[config.mk]
export PLATFORM = sky130hd
export DESIGN_NAME = uart_tx_fifo
export DESIGN_NICKNAME = d
export VERILOG_FILES = /design/src/rtl/uart_tx_fifo.sv
export SDC_FILE = /design/constraint.sdc
export NUM_CORES = 1
export LEC_CHECK = 0
export ABC_CLOCK_PERIOD_IN_PS = 4140
export BUFFER_PORTS_ARGS = -buffer_cell sky130_fd_sc_hd__buf_4
export CORE_UTILIZATION = 61
export CTS_CLUSTER_SIZE = 20
export DETAILED_ROUTE_END_ITERATION = 10
export MAX_ROUTING_LAYER = met4
export PLACE_DENSITY = 0.77
export SETUP_SLACK_MARGIN = 0.1
export SYNTH_ARGS = -nofsm -noshare
export SYNTH_HDL_FRONTEND = slang
export SYNTH_SLANG_ARGS = --single-unit
[constraint.sdc]
create_clock -name clk -period 4.14 [get_ports clk]
set_clock_uncertainty 0.15 [all_clocks]
set_input_delay 0.207 -clock clk [delete_from_list [all_inputs] [get_ports clk]]
set_output_delay 0.207 -clock clk [all_outputs]
set_load 0.005 [all_outputs]
[src/rtl/uart_tx_fifo.sv]
// Byte FIFO feeding an 8N1 UART transmitter, with a registered serial line.
// Optional even parity bit is compiled in when UART_TX_PARITY_EN is defined.
module uart_tx_fifo #(
  parameter int CLKS_PER_BIT = 868,
  parameter int FIFO_DEPTH   = 16,
  parameter int CW           = $clog2(FIFO_DEPTH) + 1
) (
  input  logic          clk,
  input  logic          rst,
  input  logic          wr_en,
  input  logic [7:0]    wr_data,
  output logic          uart,
  output logic          tx_busy,
  output logic          fifo_full,
  output logic [CW-1:0] fifo_count,
  output logic          overflow
);

  localparam int          AW        = CW - 1;
  localparam logic [15:0] BAUD_LAST = 16'(CLKS_PER_BIT - 1);

  typedef enum logic [2:0] {
    IDLE,
    START,
    DATA,
`ifdef UART_TX_PARITY_EN
    PARITY,
`endif
    STOP
  } state_t;

  state_t          state_q, state_d;
  logic [15:0]     baud_q;
  logic [2:0]      bit_q;
  logic [7:0]      shreg_q;
  logic            uart_q;
  logic [AW-1:0]   wr_ptr, rd_ptr;
  logic [CW-1:0]   count_q;
  logic            ovf_q;
  logic [7:0]      mem [FIFO_DEPTH];
`ifdef UART_TX_PARITY_EN
  logic            par_q;
`endif

  logic baud_done, pop, push;

  assign fifo_full  = (count_q == CW'(FIFO_DEPTH));
  assign baud_done  = (baud_q == BAUD_LAST);
  assign pop        = (state_q == IDLE) && (count_q != '0);
  // Full is judged on the pre-edge count, so a same-edge pop never rescues a write.
  assign push       = wr_en && !fifo_full;

  // NOTE: every variable driven here gets a default first, otherwise a latch is inferred.
  always_comb begin
    state_d = state_q;
    case (state_q)
      IDLE:  if (pop)       state_d = START;
      START: if (baud_done) state_d = DATA;
      DATA: begin
        if (baud_done && bit_q == 3'd7) begin
`ifdef UART_TX_PARITY_EN
          state_d = PARITY;
`else
          state_d = STOP;
`endif
        end
      end
`ifdef UART_TX_PARITY_EN
      PARITY: if (baud_done) state_d = STOP;
`endif
      STOP:  if (baud_done) state_d = IDLE;
      default: state_d = IDLE;
    endcase
  end

  // NOTE: sequential state uses non-blocking assignments so every register sees pre-edge values.
  always_ff @(posedge clk) begin
    if (rst) begin
      state_q <= IDLE;
      baud_q  <= '0;
      bit_q   <= '0;
      shreg_q <= '0;
      uart_q  <= 1'b1;
      wr_ptr  <= '0;
      rd_ptr  <= '0;
      count_q <= '0;
      ovf_q   <= 1'b0;
`ifdef UART_TX_PARITY_EN
      par_q   <= 1'b0;
`endif
    end else begin
      state_q <= state_d;
      baud_q  <= (state_d != state_q || baud_done || state_q == IDLE) ? '0 : baud_q + 16'd1;

      if (pop) begin
        shreg_q <= mem[rd_ptr];
        bit_q   <= '0;
        rd_ptr  <= rd_ptr + AW'(1);
`ifdef UART_TX_PARITY_EN
        par_q   <= ^mem[rd_ptr];
`endif
      end else if (state_q == DATA && baud_done) begin
        shreg_q <= shreg_q >> 1;
        bit_q   <= bit_q + 3'd1;
      end

      // The line lags the state by one cycle, so it is glitch-free and fully registered.
      case (state_q)
        START:   uart_q <= 1'b0;
        DATA:    uart_q <= shreg_q[0];
`ifdef UART_TX_PARITY_EN
        PARITY:  uart_q <= par_q;
`endif
        default: uart_q <= 1'b1;
      endcase

      if (push) wr_ptr <= wr_ptr + AW'(1);
      if (wr_en && fifo_full) ovf_q <= 1'b1;
      case ({push, pop})
        2'b10:   count_q <= count_q + CW'(1);
        2'b01:   count_q <= count_q - CW'(1);
        default: count_q <= count_q;
      endcase
    end
  end

  // NOTE: the data array is deliberately not reset; only pointers and count define validity.
  always_ff @(posedge clk) begin
    if (push) mem[wr_ptr] <= wr_data;
  end

  assign uart       = uart_q;
  assign fifo_count = count_q;
  assign overflow   = ovf_q;
  assign tx_busy    = (state_q != IDLE) || (count_q != '0);

endmodule
==> impl_metrics.toml <==
[status]
status = "completed"

[timing]
tns_ns = 0
post-route-period-util = 0.8055
setup_viol = 0
fin_crit_ns = 3.335
slew_viol_final = 0
whs_ns = 0.3144
timing.fmax_mhz = 299.9
hold_viol_final = 0
max_slew.worst_pin.slew_ns = 0.9111
rsz0062_at_grt = "false"
slew_headroom = 0.3893

[clock_network]
cts_buffers = 17
cts-root-buf = "clkbuf_16"
cts_tree = "done"
htreeDepth = 4
clock_latency_ns = 0.43
cts_num_sinks = 177
cts_setup_buffers = 0
cts.reportedPaths.clkPinSlew_ns = 0.06
clockBufferDepth = 2

[floorplanning]
dieWidth_um = 109.8
dieArea_um2 = 12050
core_area_um2 = 11080
num_io_pins = 20
fp-row-count = 38
initial_core_util = 0.6394
die_height_um = 109.8

[flow_run]
maxCapViolCount = 0

[worst_setup_path]
r2r-end = "fifo_count[4]"
timing.rr.start = "fifo_count[0]"
crit_slowest_cell = "or4_4"
reg2reg_depth = 10
crit_fanout = 14
crit_type = "reg2reg"
cp-start-kind = "flip-flop"
worstPathRequired_ns = 4.34
crit_chain = "or4_4 > o21ai_4 > inv_2 > ha_1 > ha_1 > nor2b_1 > o21ai_1 > a21oi_1 > or4_1 > a21oi_1"
cp-end-kind = "flip-flop"
critical-path-max-stage-delay_ns = 0.57
cp.arrival_ns = 3.54
timing.critical_path.to = "fifo_count[4]"
ff2ff_setup_slack_ns = 0.81
crit_start = "fifo_count[0]"

[synthesis]
synth_cell_types = 48
synthesis.nets = 483
netlist_area_um2 = 7083
syn-instance-count = 459
synthArstFlopShare = 0
synth-edff-count = 128
avgSynthCellArea_um2 = 15.43
synth_seq_cells = 177
synth_ff_type = "edfxtp_1"
yosys_warnings = 0
ys_seq_area_frac = 0.6812

[detailed_routing]
finalWirelength_um = 13260
wl_per_cell_um = 20.59
via_per_inst = 6.065
drtIter0Drc = 347
ant_nets = 0
vias = 3906
drt_first_pass_iters = 4
drc = 0

[power_and_ir_drop]
p_leak_nw = 2.722
p_per_area_nw_per_um2 = 542.2
vdd_drop_max_v = 0.0004113

[global_route]
grt_pass1_vias = 3916
grt_overflow = 0
grt_pass1_wl_um = 20820
grt.total_usage = 0.2559
grt_max_degree = 29
antenna_found_initial = 0

[final_layout]
final_util = 0.7239
drive_above_1_share = 0.1845
area_growth_pct = 13.21
final_common_cell = "edfxtp_1"
finish.net_count = 516
most-common-layout-cells = "128 x edfxtp_1, 51 x nor2_1, 48 x dfxtp_1"
antenna_cells = 0

[placement]
dp_hpwl_um = 8521
globalplace.congestion = 0.8264
port_buffers = 19

[hold_path]
hold_path.class = "reg2reg"
cell families (layout without fill, tap and decap cells):
logic type	count (synthesis)	count (layout)	synth area share
multiplexers	35	35	0.1078
adder cells (fa/ha/maj)	13	13	0.02402
AO/OA/AOI/OAI	43	43	0.04222
flip-flops	177	177	0.6812
other	1	1	0.0005294
XOR/XNOR	24	24	0.02968
AND/OR/NAND/NOR	135	135	0.09309
buffers and inverters	31	76	0.02155
sequential cells by signal (all words and copies together), names as in the netlist, named ones only:
| name | count |
|---|---|
| mem | 128 |
| baud_q | 16 |
| shreg_q | 8 |
| fifo_count | 5 |
| rd_ptr | 4 |
| wr_ptr | 4 |
| bit_q | 3 |
| state_q | 3 |
| overflow | 1 |
| uart | 1 |
power breakdown:
part           total (mW)  internal [mW]  leakage [nW]  switching (mW)
Combinational       0.680          0.327         0.888           0.353
Sequential           2.10           2.00          1.55          0.0972
Clock                1.57          0.935         0.279           0.633
critical path: cells and delay by family, from the launching register on:
family | cells | cell delay [ns]
AO/OA/AOI/OAI | 4 | 0.77
AND/OR/NAND/NOR | 3 | 1.18
buffers and inverters | 1 | 0.19
adder cells (fa/ha/maj) | 2 | 0.60
flip-flops | 1 | 0.37
cell usage after synthesis, types with 2 or more instances:
library cell,number,area [um2]
nor2_1,51,191.4
dfxtp_1,49,980.9
ha_1,12,150.1
nand4_1,4,25.02
buf_2,2,10.01
nor2b_1,4,25.02
nand3_1,8,40.04
a311oi_1,4,35.03
mux2i_1,2,20.02
nand2b_1,4,25.02
clkbuf_1,10,37.54
edfxtp_1,128,3844
and3_1,9,56.30
and2_1,2,12.51
nor3_1,10,50.05
buf_6,4,45.04
a21oi_1,11,55.05
inv_1,9,33.78
a31oi_1,4,25.02
xor2_1,14,122.6
a22o_1,6,52.55
mux4_2,33,743.2
o21ai_1,4,20.02
a22oi_1,8,60.06
nand2_1,32,120.1
buf_1,4,15.01
xnor2_1,10,87.58
worst min-delay path by stage:
| stage | startpoint | to | slack (ns) | cells past startpoint |
|---|---|---|---|---|
| final | bit_q[2] | bit_q[2] | 0.31 | 2 |
| after global routing | shreg_q[7] | shreg_q[6] | 0.35 | 2 |
| after CTS | bit_q[2] | bit_q[2] | 0.32 | 2 |
| after detailed placement | wr_en | overflow | 0.30 | 3 |
| after global placement | wr_en | overflow | 0.29 | 3 |
| after floorplan | wr_data[0] | mem[0][0] | 0.16 | 0 |
metrics by stage:
| step | setup slack (ns) | area (um2) | std cells | total power, mW |
|---|---|---|---|---|
| final | 0.8052 | 8019 | 644 | 4.348 |
| after global routing | 0.6601 | 8019 | 644 | 4.519 |
| after CTS | 0.8213 | 8019 | 644 | 4.371 |
| after detailed placement | 0.8352 | 7335 | 602 | 2.809 |
| after global placement | 0.9385 | 7335 | 602 | 2.774 |
| after floorplan | 1.220 | 7083 | 459 | 2.626 |
timing repair:
| item | CTS | global route |
|---|---|---|
| hold endpoints to repair | 140 | 0 |
| gates resized for setup | 0 | 0 |
| hold buffers | 11 | 0 |
layout make-up:
| cell class | instances | area (um2) |
|---|---|---|
| clock inverters | 13 | 145.1 |
| fillers | 686 | 3059 |
| well taps | 140 | 175.2 |
| clock buffers | 18 | 429.2 |
| repair buffers | 35 | 290.3 |
| multi-input cells | 251 | 2116 |
| flip-flops and latches | 177 | 4826 |
| inverters | 10 | 37.54 |
layer usage:
layer	global-route usage	vias to the layer above	wire length, um
met1	0.3192	1968	5574
met4	0.09048	0	215
met3	0.05691	16	695
met2	0.4169	128	6776
met5	-	-	0
li1	-	1794	-
Power figures use the tool's default switching activity.
